**config.mk**
```make
export PLATFORM = sky130hd
export DESIGN_NAME = systolic_tile_sequencer
export DESIGN_NICKNAME = d
export VERILOG_FILES = /design/src/rtl/systolic_pkg.sv /design/src/rtl/skew_pipe.sv /design/src/rtl/systolic_tile_sequencer.sv
export SDC_FILE = /design/constraint.sdc
export NUM_CORES = 1
export LEC_CHECK = 0
export ABC_AREA = 1
export CAP_MARGIN = 40
export CELL_PAD_IN_SITES_DETAIL_PLACEMENT = 1
export CELL_PAD_IN_SITES_GLOBAL_PLACEMENT = 1
export CORE_AREA = 4 4 76 78
export CTS_BUF_LIST = sky130_fd_sc_hd__clkbuf_8
export CTS_CLUSTER_SIZE = 24
export DETAILED_ROUTE_END_ITERATION = 8
export DIE_AREA = 0 0 80 82
export HOLD_SLACK_MARGIN = 0.02
export PLACE_DENSITY = 0.88
export SYNTH_ARGS = -nofsm -noshare
export SYNTH_HDL_FRONTEND = slang
export SYNTH_SLANG_ARGS = --single-unit
```
**constraint.sdc**
```tcl
create_clock -name clk -period 3.5 [get_ports clk]
set_input_delay 0.875 -clock clk [delete_from_list [all_inputs] [get_ports clk]]
set_output_delay 0.875 -clock clk [all_outputs]
set_load 0.02 [all_outputs]
```
**src/rtl/systolic_pkg.sv**
```systemverilog
// Shared types and helpers for the systolic tile sequencer.
// Optional build macro used by the top: SEQ_PERF_CNT_EN (adds perf_cycles output).
package systolic_pkg;

   typedef enum logic [1:0] {
      S_IDLE  = 2'd0,
      S_RUN   = 2'd1,
      S_DRAIN = 2'd2
   } seq_state_t;

   // Width helper: $clog2 but never below one bit, so degenerate sizes still give a usable port.
   function automatic int clog2_min1(input int value);
      int r;
      r = $clog2(value);
      return (r < 1) ? 1 : r;
   endfunction

   // Cycles the skew pipelines need to empty after the last base step: 2N-1.
   function automatic int drain_cycles(input int n);
      return 2 * n - 1;
   endfunction

   localparam int DRAIN_CYC_N4 = drain_cycles(4);

endpackage

```
**src/rtl/skew_pipe.sv**
```systemverilog
// Fixed-depth delay line used to skew operand lanes and PE init pulses.
// DEPTH = 0 collapses to a plain wire; otherwise DEPTH registers, cleared synchronously by rst.
module skew_pipe
#(
   parameter int WIDTH = 1,
   parameter int DEPTH = 0
)(
   input  logic             clk,
   input  logic             rst,
   input  logic [WIDTH-1:0] din,
   output logic [WIDTH-1:0] dout
);

   generate
      if (DEPTH == 0) begin : g_wire
         logic unused_clk_rst;
         assign unused_clk_rst = clk ^ rst;
         assign dout = din;
      end else begin : g_regs
         logic [WIDTH-1:0] stages [DEPTH];

         // Shift register: stage 0 captures the input, each later stage takes its predecessor.
         always_ff @(posedge clk) begin
            if (rst) begin
               for (int d = 0; d < DEPTH; d++) stages[d] <= '0;
            end else begin
               stages[0] <= din;
               for (int d = 1; d < DEPTH; d++) stages[d] <= stages[d-1];
            end
         end

         assign dout = stages[DEPTH-1];
      end
   endgenerate

endmodule

```
**src/rtl/systolic_tile_sequencer.sv**
```systemverilog
// Operand-issue and PE-control sequencer for an NxN output-stationary systolic array.
// Walks output tiles (tr outer, tc inner, k innermost), skews A/B bank reads per lane
// and emits per-PE accumulator-clear pulses aligned to each tile's first operand.
// Optional build macro: SEQ_PERF_CNT_EN adds a 32-bit busy-cycle counter output perf_cycles.
module systolic_tile_sequencer
   import systolic_pkg::*;
#(
   parameter int N      = 4,
   parameter int M_ROWS = 8,
   parameter int K_DIM  = 8,
   parameter int P_COLS = 8,
   parameter int A_AW   = clog2_min1((M_ROWS / N) * K_DIM),
   parameter int B_AW   = clog2_min1((P_COLS / N) * K_DIM)
)(
   input  logic                         clk,
   input  logic                         rst,
   input  logic                         start,
   output logic                         busy,
   output logic                         done,
   output logic [N-1:0]                 rd_en_a,
   output logic [N*A_AW-1:0]            rd_addr_a,
   output logic [N-1:0]                 rd_en_b,
   output logic [N*B_AW-1:0]            rd_addr_b,
   output logic [N*N-1:0]               init_pe,
   output logic [$clog2(M_ROWS/N):0]    tile_row,
   output logic [$clog2(P_COLS/N):0]    tile_col
`ifdef SEQ_PERF_CNT_EN
   ,
   output logic [31:0]                  perf_cycles
`endif
);

   localparam int TILES_R   = M_ROWS / N;
   localparam int TILES_C   = P_COLS / N;
   localparam int TRW       = $clog2(TILES_R) + 1;
   localparam int TCW       = $clog2(TILES_C) + 1;
   localparam int KW        = clog2_min1(K_DIM);
   localparam int DRAIN_CYC = drain_cycles(N);
   localparam int DCW       = clog2_min1(DRAIN_CYC);

   generate
      if (M_ROWS % N != 0) begin : g_bad_m
         $error("systolic_tile_sequencer: M_ROWS must be a multiple of N");
      end
      if (P_COLS % N != 0) begin : g_bad_p
         $error("systolic_tile_sequencer: P_COLS must be a multiple of N");
      end
      if (K_DIM < 1) begin : g_bad_k
         $error("systolic_tile_sequencer: K_DIM must be at least 1");
      end
   endgenerate

   seq_state_t       state;
   logic [KW-1:0]    k;
   logic [TCW-1:0]   tc;
   logic [TRW-1:0]   tr;
   logic [DCW-1:0]   drain_cnt;

   logic             base_en;
   logic             base_init;
   logic             k_last;
   logic             tc_last;
   logic             tr_last;
   logic [A_AW-1:0]  base_addr_a;
   logic [B_AW-1:0]  base_addr_b;

   // Base-stream step decode: one step per RUN cycle, addresses forced to 0 when no step is live.
   always_comb begin
      base_en     = (state == S_RUN);
      k_last      = (int'(k)  == K_DIM - 1);
      tc_last     = (int'(tc) == TILES_C - 1);
      tr_last     = (int'(tr) == TILES_R - 1);
      base_addr_a = '0;
      base_addr_b = '0;
      if (base_en) begin
         base_addr_a = A_AW'(int'(tr) * K_DIM + int'(k));
         base_addr_b = B_AW'(int'(tc) * K_DIM + int'(k));
      end
      base_init   = base_en && (k == '0);
   end

   // Sequencer FSM and tile/k counters; counters hold through DRAIN and clear on return to IDLE.
   always_ff @(posedge clk) begin
      if (rst) begin
         state     <= S_IDLE;
         k         <= '0;
         tc        <= '0;
         tr        <= '0;
         drain_cnt <= '0;
         done      <= 1'b0;
      end else begin
         done <= 1'b0;
         case (state)
            S_IDLE: begin
               if (start) state <= S_RUN;
            end
            S_RUN: begin
               if (k_last && tc_last && tr_last) begin
                  state     <= S_DRAIN;
                  drain_cnt <= '0;
               end else if (k_last) begin
                  k <= '0;
                  if (tc_last) begin
                     tc <= '0;
                     tr <= tr + TRW'(1);
                  end else begin
                     tc <= tc + TCW'(1);
                  end
               end else begin
                  k <= k + KW'(1);
               end
            end
            S_DRAIN: begin
               if (int'(drain_cnt) == DRAIN_CYC - 1) begin
                  state <= S_IDLE;
                  done  <= 1'b1;
                  k     <= '0;
                  tc    <= '0;
                  tr    <= '0;
               end else begin
                  drain_cnt <= drain_cnt + DCW'(1);
               end
            end
            default: state <= S_IDLE;
         endcase
      end
   end

   assign busy     = (state != S_IDLE);
   assign tile_row = tr;
   assign tile_col = tc;

   // Per-lane operand skew and per-PE init skew; lane i is delayed i cycles, PE(i,j) init i+j+1.
   generate
      for (genvar i = 0; i < N; i++) begin : g_lane
         logic [A_AW:0] a_out;
         logic [B_AW:0] b_out;

         skew_pipe #(.WIDTH(A_AW + 1), .DEPTH(i)) u_pipe_a (
            .clk  (clk),
            .rst  (rst),
            .din  ({base_en, base_addr_a}),
            .dout (a_out)
         );

         skew_pipe #(.WIDTH(B_AW + 1), .DEPTH(i)) u_pipe_b (
            .clk  (clk),
            .rst  (rst),
            .din  ({base_en, base_addr_b}),
            .dout (b_out)
         );

         assign rd_en_a[i]                 = a_out[A_AW];
         assign rd_addr_a[i*A_AW +: A_AW]  = a_out[A_AW-1:0];
         assign rd_en_b[i]                 = b_out[B_AW];
         assign rd_addr_b[i*B_AW +: B_AW]  = b_out[B_AW-1:0];

         for (genvar j = 0; j < N; j++) begin : g_pe
            skew_pipe #(.WIDTH(1), .DEPTH(i + j + 1)) u_pipe_init (
               .clk  (clk),
               .rst  (rst),
               .din  (base_init),
               .dout (init_pe[i*N + j])
            );
         end
      end
   endgenerate

`ifdef SEQ_PERF_CNT_EN
   // Busy-cycle counter: cleared when a start is accepted, counts RUN+DRAIN, then holds.
   always_ff @(posedge clk) begin
      if (rst) begin
         perf_cycles <= '0;
      end else if ((state == S_IDLE) && start) begin
         perf_cycles <= '0;
      end else if (busy) begin
         perf_cycles <= perf_cycles + 32'd1;
      end
   end
`else
`endif

endmodule
```
==> run_results.csv, run 1 <==
group,metric,value,unit
setup_path,required,2620,ps
setup_path,cp-endpoint,"rd_addr_a[2]",
floorplan,die_x,80,µm
logic_synthesis,synth_nets,214,
global_route,grt_busiest_layer,"met2",
clock_network,ctsHtreeMaxLevel,2,
clock_network,ctsResizeCount,0,
logic_synthesis,synth_compound_area_share,3.20,%
power_and_ir_drop,p_sw,0.257,mW
route,final_antenna_net_count,0,
clock_network,hold_buffers,0,
global_route,grt_use_met3,4.17,%
final_layout,syn_to_final_growth,36.7,%
setup_path,arrival,1860,ps
power_and_ir_drop,ir_drop,0.146,mV
logic_synthesis,ys_ff_latch,38,
route,drt_pass1_iterations,4,
final_layout,multiInputGateArea,536,µm²
placement,hpwl,3.19,mm
setup_path,r2r_cells,9,
power_and_ir_drop,intPower,0.809,mW
floorplan,fp.coreArea,5070,µm²
setup_path,reg2reg_from,"k[0]",
power_and_ir_drop,swShare,24.1,%
clock_network,cts_tree,"yes",
final_layout,seqCellArea,761,µm²
logic_synthesis,yosysWarnings,0,
global_route,grt_usage,13.1,%
route,viasPerCell,4.29,
setup_path,cp-start-kind,"flip-flop",
setup_path,regToRegSetupSlack,1980,ps
sta,drv_slew,0,
logic_synthesis,synth_xor_area_share,0.520,%
floorplan,pin_count,65,
setup_path,worstSetupPathType,"reg2out",
sta,rsz0062_at_grt,"no",
clock_network,cts_made_buffers,5,
final_layout,post-route-util,45.3,%
clock_network,clkSlewWorstSetupHoldPaths,70,ps
power_and_ir_drop,power_leakage,0.877,nW
logic_synthesis,synth_area_per_cell,8.21,µm²
global_route,grt_start_max_net_pins,19,
job,cap_viol_max_count,0,
floorplan,start_util,33.2,%
clock_network,clk_path_buf_depth,2,
logic_synthesis,ys_seq_area_share,45.2,%
global_route,use_met2,25.6,%
clock_network,root_buffer,"clkbuf_8",
logic_synthesis,synth_adder_area_share,4.46,%
power_and_ir_drop,power_density,463,nW/µm²
logic_synthesis,synth_largest_area_cell,"dfxtp_1",
logic_synthesis,synth.area.top_cells,"dfxtp_1, buf_4, nor2_1",
min_path,whs_path_depth,2,
logic_synthesis,yosys-mux-area-fraction,0,%
sta,fin_setup_tns,0,ps
final_layout,antenna_cells,0,
logic_synthesis,synthesis.area,1680,µm²
sta,skew,2.08,ps
setup_path,rr_endpoint,"tile_row[0]",
global_route,antenna_found_initial,0,
route,drc,0,
sta,max_freq,365,MHz
sta,finalSetupViolCount,0,
sta,slew_headroom,67.7,%
logic_synthesis,synth_top_area_share,45.2,%
power_and_ir_drop,pwr-share-comb,14.1,%
final_layout,layout.nets,250,
route,drt_iter0_drc,38,
sta,final-hold-violation-count,0,
placement,io_buffers,64,
floorplan,die_h,82,µm
final_layout,n_fill_cell,606,
logic_synthesis,synth_top_family_by_area,"simple AND/OR/NAND/NOR gates",
sta,period_needed,2740,ps
route,wire_per_inst,13.0,µm
setup_path,crit_path_end_kind,"output port",
global_route,grt_remaining_overflow,0,
global_route,grt_pass1_vias,1403,
sta,fin_crit_sh,78.3,%
route,vias,1338,
setup_path,critPathMaxFanout,7,
floorplan,rows,26,
power_and_ir_drop,power_frac_clock,42.9,%
min_path,hold_start,"g_lane[2].u_pipe_b.g_regs.stages[0][8]",
final_layout,drive_gt1_share,9.50,%
power_and_ir_drop,sequentialPowerShare,43.0,%
floorplan,die_area,6560,µm²
setup_path,crit_start,"state[1]",
global_route,met1_usage,13.0,%
clock_network,clkSinkCount,38,
logic_synthesis,synth_cells,205,
logic_synthesis,synthSimpleGateAreaFrac,23.6,%
status,status,"finished clean",
clock_network,cts_setup_buffers,0,
placement,gp_congestion,0.756,
global_route,grt_pass1_wl,6.69,mm
logic_synthesis,synth_cell_type_count,23,
min_path,hold_path.class,"reg2reg",
route,wirelength,4.07,mm
clock_network,clock_latency,280,ps
sta,worstMarginPinSlew,482,ps
[cell families after synthesis]
kind of cell	count (synthesis)
adder cells (fa/ha/maj)	6
flip-flops	38
XOR/XNOR	1
AND/OR/NAND/NOR	81
AO/OA/AOI/OAI	10
buffers and inverters	69
[synthesized netlist by cell type]
library cell  number
a21oi_1            8
ha_1               6
nand3_4            1
nand2_4            3
buf_4             33
nand2_2            2
o21ai_0            1
o21ai_2            1
inv_1             30
or2_1              1
nor2_2             1
xnor2_1            1
nor2_1            43
nand4_4            1
inv_2              2
clkbuf_1           2
inv_4              1
nor2_4             2
dfxtp_1           38
nand2_1           16
nand3_1           10
buf_2              1
nand4_1            1
[cell usage in the layout (no fill, tap or decap)]
master	n
a21oi_1	8
buf_4	1
bufinv_16	2
clkbuf_8	6
clkdlybuf4s50_1	64
dfxtp_1	38
ha_1	6
inv_1	30
inv_2	2
inv_4	1
nand2_1	16
nand2_2	2
nand2_4	3
nand3_1	10
nand3_4	1
nand4_1	1
nand4_4	1
nor2_1	43
nor2_2	1
nor2_4	2
o21ai_0	1
o21ai_2	1
or2_1	1
xnor2_1	1
[sequential cells by signal (all words and copies together) (netlist names)]
name	count
g_lane.u_pipe_a.g_regs.stages	7
done	1
state	2
tile_row	2
g_lane.g_pe.u_pipe_init.g_regs.stages	7
drain_cnt	3
tile_col	2
g_lane.u_pipe_b.g_regs.stages	11
k	3
[final cells by class]
class	count	share of cell area, %
sequential	38	33.1
timing repair buffer	65	28.2
multi-input combinational	98	23.3
inverter	33	5.49
tap	70	3.81
clock buffer	6	3.59
clock inverter	2	2.61
[per-layer routing]
layer	wire, µm	vias up
met1	1520	620
met3	347	9
met4	52	0
li1	-	649
met2	2150	60
met5	0	-
[power by group through the flow]
stage          Combinational, mW  Sequential [mW]  Clock [mW]
5_1_grt                    0.166            0.460       0.493
2_1_floorplan              0.101            0.473           0
6_report                   0.150            0.458       0.457
3_5_place_dp               0.152            0.469           0
4_1_cts                    0.153            0.459       0.468
3_3_place_gp               0.148            0.467           0
[how the worst min path moves through the flow]
stage                     slack, ps                                                 to
after global placement          410             g_lane[2].u_pipe_a.g_regs.stages[0][8]
after global routing            450            g_lane[3].u_pipe_b.g_regs.stages[0][13]
after floorplan                 400  g_lane[2].g_pe[3].u_pipe_init.g_regs.stages[0][1]
final                           430            g_lane[3].u_pipe_b.g_regs.stages[0][13]
after detailed placement        420            g_lane[3].u_pipe_b.g_regs.stages[0][13]
after CTS                       430            g_lane[3].u_pipe_b.g_regs.stages[0][13]
[per-stage QoR]
stage          instance area [µm²]  worst slack (ps)  hold WS [ps]  std cells  total power [mW]
2_1_floorplan                 1680              1410           403        205             0.574
6_report                      2300               760           426        312              1.07
3_5_place_dp                  2160              1080           421        304             0.620
3_3_place_gp                  2160              1130           410        304             0.615
4_1_cts                       2300               749           431        312              1.08
5_1_grt                       2300               627           450        312              1.12
[critical path: stages (launching register included)]
cell and delay (ps):
dfxtp_1 390, nor2_4 260, inv_4 100, nor2_1 180, clkdlybuf4s50_1 640
(Power assumes the default switching activity.)
==> inputs of run 2 (changes only) <==
- CORE_AREA: 4 4 76 78 -> 4 4 82 84
- DIE_AREA: 0 0 80 82 -> 0 0 86 88
- PLACE_DENSITY: 0.88 -> 0.8
- clock period: 3.5 -> 2.21 ns (I/O delays scaled with it)
==> run_results.csv, run 2 (same netlist as run 1, synthesis figures left out) <==
group,metric,value,unit
sta,fin_setup_tns,0,ps
floorplan,die_x,86,µm
final_layout,antenna_cells,0,
final_layout,fin_area,2260,µm²
setup_path,crit_path_end_kind,"output port",
floorplan,pin_count,65,
clock_network,root_buffer,"clkbuf_8",
power_and_ir_drop,p_sw,0.404,mW
floorplan,rows,28,
status,status,"finished clean",
final_layout,multiInputGateArea,536,µm²
power_and_ir_drop,swShare,27.8,%
sta,whs,426,ps
final_layout,final_cell_mix,"clkdlybuf4s50_1, nor2_1, dfxtp_1",
sta,skew,6.31,ps
global_route,grt_remaining_overflow,0,
sta,final-hold-violation-count,0,
sta,period_needed,2060,ps
job,cap_viol_max_count,0,
setup_path,arrival,1510,ps
route,vias,1311,
final_layout,drive_gt1_share,9.88,%
power_and_ir_drop,power_frac_clock,33.8,%
setup_path,critPathMaxFanout,4,
floorplan,die_h,88,µm
sta,drv_slew,0,
final_layout,layout_commonest_cell,"clkdlybuf4s50_1",
sta,finalSetupViolCount,0,
setup_path,cp-start-kind,"flip-flop",
sta,fin_crit_sh,93.1,%
final_layout,largest_reg_flops,11,
clock_network,cts_tree,"yes",
route,final_antenna_net_count,0,
clock_network,hold_buffers,0,
final_layout,syn_to_final_growth,34.4,%
clock_network,clock_latency,280,ps
final_layout,n_fill_cell,719,
sta,max_freq,486,MHz
min_path,whs_path_depth,2,
global_route,grt_start_max_net_pins,19,
route,wire_per_inst,12.0,µm
setup_path,rr_endpoint,"tile_row[0]",
min_path,hold_path.class,"reg2reg",
setup_path,crit_chain,"nor2_1 -> inv_1 -> clkdlybuf4s50_1",
route,viasPerCell,4.12,
final_layout,layout_top_registers,"g_lane.u_pipe_b.g_regs.stages (11), g_lane.u_pipe_a.g_regs.stages (7), g_lane.g_pe.u_pipe_init.g_regs.stages (7)",
global_route,antenna_found_initial,0,
floorplan,start_util,28.4,%
clock_network,cts_made_buffers,5,
clock_network,ctsHtreeMaxLevel,2,
min_path,hold_start,"g_lane[2].u_pipe_a.g_regs.stages[0][8]",
clock_network,clk_path_buf_depth,2,
floorplan,die_area,7570,µm²
setup_path,regToRegSetupSlack,710,ps
power_and_ir_drop,power_leakage,0.926,nW
placement,hpwl,3.07,mm
route,drt_iter0_drc,21,
setup_path,r2r_cells,9,
floorplan,fp.coreArea,5920,µm²
clock_network,clkSlewWorstSetupHoldPaths,80,ps
final_layout,top_register,"g_lane.u_pipe_b.g_regs.stages",
power_and_ir_drop,power_density,643,nW/µm²
min_path,hold_path_end,"g_lane[3].u_pipe_a.g_regs.stages[0][13]",
global_route,grt_usage,10.7,%
placement,place_area,2170,µm²
global_route,grt_pass1_vias,1378,
global_route,grt_pass1_wl,6.37,mm
power_and_ir_drop,sequentialPowerShare,49.9,%
sta,slew_headroom,68.6,%
clock_network,cts_setup_buffers,0,
clock_network,clkSinkCount,38,
final_layout,layout.nets,251,
setup_path,required,1660,ps
setup_path,worstSetupPathType,"reg2out",
setup_path,crit_path_max_incr_delay,590,ps
route,wirelength,3.82,mm
placement,gp_congestion,0.794,
sta,worstMarginPinSlew,470,ps
sta,rsz0062_at_grt,"no",
route,drc,0,
setup_path,reg2reg_from,"k[1]",
route,drt_pass1_iterations,4,
power_and_ir_drop,pwr-share-comb,16.3,%
final_layout,seqCellArea,761,µm²
placement,io_buffers,64,
power_and_ir_drop,intPower,1.05,mW
setup_path,cp_slowest_cell,"clkdlybuf4s50_1",
power_and_ir_drop,ir_drop,0.201,mV
[run 2: changes by cell type in the layout (fill, tap and decap cells not counted)]
cell,before,now
clkinv_2,0,1
clkdlybuf4s50_1,64,54
clkinvlp_4,0,1
buf_4,1,2
dlymetal6s2s_1,0,2
bufinv_16,2,0
dlygate4sd2_1,0,8
[run 2: worst max-delay path, delay by kind of cell (launching register included)]
family	cells	cell delay (ps)
and+or+nand+nor	1	100
DFF	1	470
buffers and inverters	2	650
[run 2: cell type report]
class	instances	share of cell area [%]
Tap cell	75	4.15
Sequential cell	38	33.6
Inverter	33	5.59
Clock buffer	6	3.65
Clock inverter	2	0.553
Timing Repair Buffer	66	28.8
Multi-Input combinational cell	98	23.7
[run 2: repair_timing]
action,CTS,global route
resized for setup,8,2
gates cloned,0,0
endpoints found under the setup margin,8,2
hold endpoints to repair,0,0
[run 2: how the worst max path moves through the flow]
stage | slack [ps] | endpoint | startpoint | cells past startpoint
after floorplan | 450 | rd_addr_b[2] | state[1] | 4
after global placement | 280 | rd_addr_b[2] | state[1] | 4
after detailed placement | 240 | rd_addr_b[2] | state[1] | 4
after CTS | 20 | rd_en_b[0] | state[1] | 3
after global routing | 60 | busy | state[1] | 3
final | 150 | busy | state[1] | 3
[run 2: power by group through the flow]
stage / registers [mW] / clock network (mW) / logic [mW]
after floorplan: 0.748 / 0 / 0.160
after global placement: 0.740 / 0 / 0.237
after detailed placement: 0.742 / 0 / 0.243
after CTS: 0.726 / 0.516 / 0.243
after global routing: 0.729 / 0.541 / 0.264
final: 0.726 / 0.491 / 0.237
[run 2: per-stage QoR]
stage / total power [mW] / setup slack [ps] / util [%] / cells
CTS: 1.49 / 17.7 / 38.1 / 318
global route: 1.53 / 57.9 / 38.2 / 318
global placement: 0.978 / 284 / 36.7 / 310
floorplan: 0.908 / 446 / - / 205
detailed placement: 0.986 / 245 / 36.7 / 310
finish: 1.45 / 151 / 38.2 / 318
[run 2: per-layer routing]
metal,track usage (%),vias up,share of wire (%)
met5,0,-,0
met4,4.75,0,1.6
met3,3.57,8,9.9
met2,19.7,53,49
met1,11.0,598,40
li1,-,652,-
==> inputs of run 3 (changes only) <==
- GPL_ROUTABILITY_DRIVEN: not set -> 0
- SKIP_CTS_REPAIR_TIMING: not set -> 1
==> run_results.csv, run 3 (same netlist as run 1, synthesis figures left out) <==
group,metric,value,unit
status,status,"finished clean",
sta,fin_crit_sh,93.1,%
sta,rsz0062_at_grt,"no",
setup_path,arrival,1510,ps
clock_network,root_buffer,"clkbuf_8",
power_and_ir_drop,power_leakage,1.04,nW
route,wirelength,3.83,mm
floorplan,start_util,28.4,%
route,wire_per_inst,12.0,µm
route,viasPerCell,4.12,
global_route,grt_pass1_wl,6.37,mm
clock_network,cts_made_buffers,5,
sta,period_needed,2060,ps
global_route,grt_usage,10.7,%
setup_path,required,1660,ps
setup_path,crit_path_end_kind,"output port",
sta,worstMarginPinSlew,470,ps
final_layout,syn_to_final_growth,36.2,%
sta,max_freq,486,MHz
floorplan,die_h,88,µm
route,drt_iter0_drc,21,
clock_network,cts_tree,"yes",
global_route,grt_pass1_vias,1378,
final_layout,stdcell_count,318,
placement,dp.cells,310,
sta,finalSetupViolCount,0,
final_layout,layout_top_registers,"g_lane.u_pipe_b.g_regs.stages (11), g_lane.u_pipe_a.g_regs.stages (7), g_lane.g_pe.u_pipe_init.g_regs.stages (7)",
sta,fin_setup_tns,0,ps
floorplan,die_area,7570,µm²
setup_path,cp-start-kind,"flip-flop",
final_layout,largest_reg_flops,11,
sta,drv_slew,0,
global_route,antenna_found_initial,0,
floorplan,pin_count,65,
final_layout,layout_commonest_cell,"clkdlybuf4s50_1",
final_layout,drive_gt1_share,9.88,%
sta,slew_headroom,68.6,%
route,drc,0,
clock_network,ctsHtreeMaxLevel,2,
sta,final-hold-violation-count,0,
power_and_ir_drop,power_density,635,nW/µm²
floorplan,fp.coreArea,5920,µm²
route,final_antenna_net_count,0,
clock_network,clk_path_buf_depth,2,
route,drt_pass1_iterations,4,
final_layout,layout.nets,251,
placement,hpwl,3.07,mm
floorplan,rows,28,
final_layout,final_cell_mix,"clkdlybuf4s50_1, nor2_1, dfxtp_1",
min_path,hold_path.class,"reg2reg",
global_route,grt_start_max_net_pins,19,
power_and_ir_drop,total_power,1.46,mW
placement,io_buffers,64,
job,cap_viol_max_count,0,
route,vias,1310,
sta,skew,6.31,ps
global_route,grt_remaining_overflow,0,
floorplan,die_x,86,µm
clock_network,clkSlewWorstSetupHoldPaths,80,ps
final_layout,antenna_cells,0,
final_layout,top_register,"g_lane.u_pipe_b.g_regs.stages",
clock_network,clock_latency,280,ps
clock_network,clkSinkCount,38,
setup_path,critPathMaxFanout,4,
setup_path,worstSetupPathType,"reg2out",
power_and_ir_drop,ir_drop,0.201,mV
## run 3: cell count changes in the layout (fill, tap and decap cells not counted)
cell | previous run | this run
dlygate4sd2_1 | 8 | 0
dlymetal6s2s_1 | 2 | 10
## run 3: power breakdown
group	internal (mW)	switching, mW	leakage, nW	total (mW)
combinational	0.0948	0.144	0.681	0.239
clock	0.251	0.241	0.0472	0.491
sequential	0.706	0.0199	0.308	0.726
## run 3: worst max-delay path, stage by stage (launching register included)
cell	delay, ps
dfxtp_1	470
nor2_1	100
inv_1	60
clkdlybuf4s50_1	590
## run 3: final cells by class
type / count / area (µm²)
Inverter: 33 / 126
Clock buffer: 6 / 82.6
Timing Repair Buffer: 66 / 681
Clock inverter: 2 / 12.5
Multi-Input combinational cell: 98 / 536
Tap cell: 75 / 93.8
Sequential cell: 38 / 761
Fill cell: 715 / 3630
## run 3: worst paths after layout
check | start | to | slack, ps | cells after the start
setup reg to reg | k[1] | tile_row[0] | 710 | 9
setup / recovery | state[1] | busy | 150 | 3
hold reg to reg | g_lane[2].u_pipe_a.g_regs.stages[0][8] | g_lane[3].u_pipe_a.g_regs.stages[0][13] | 430 | 2
hold / removal | g_lane[2].u_pipe_a.g_regs.stages[0][8] | g_lane[3].u_pipe_a.g_regs.stages[0][13] | 430 | 2
## run 3: through the flow
stage	worst slack, ps	hold WS, ps	util (%)	cell area [µm²]
after floorplan	446	403	-	1680
after CTS	-73.4	426	38.3	2270
after global placement	284	411	36.7	2170
final	152	426	38.7	2290
after global routing	57.9	436	38.7	2290
after detailed placement	245	414	36.7	2170
## run 3: routing by layer
layer	vias to the layer above	global-route usage [%]	share of wire, %
met5	-	0	0
met4	0	4.75	1.6
met3	8	3.57	9.8
met2	53	19.7	49
met1	597	11.0	40
li1	652	-	-
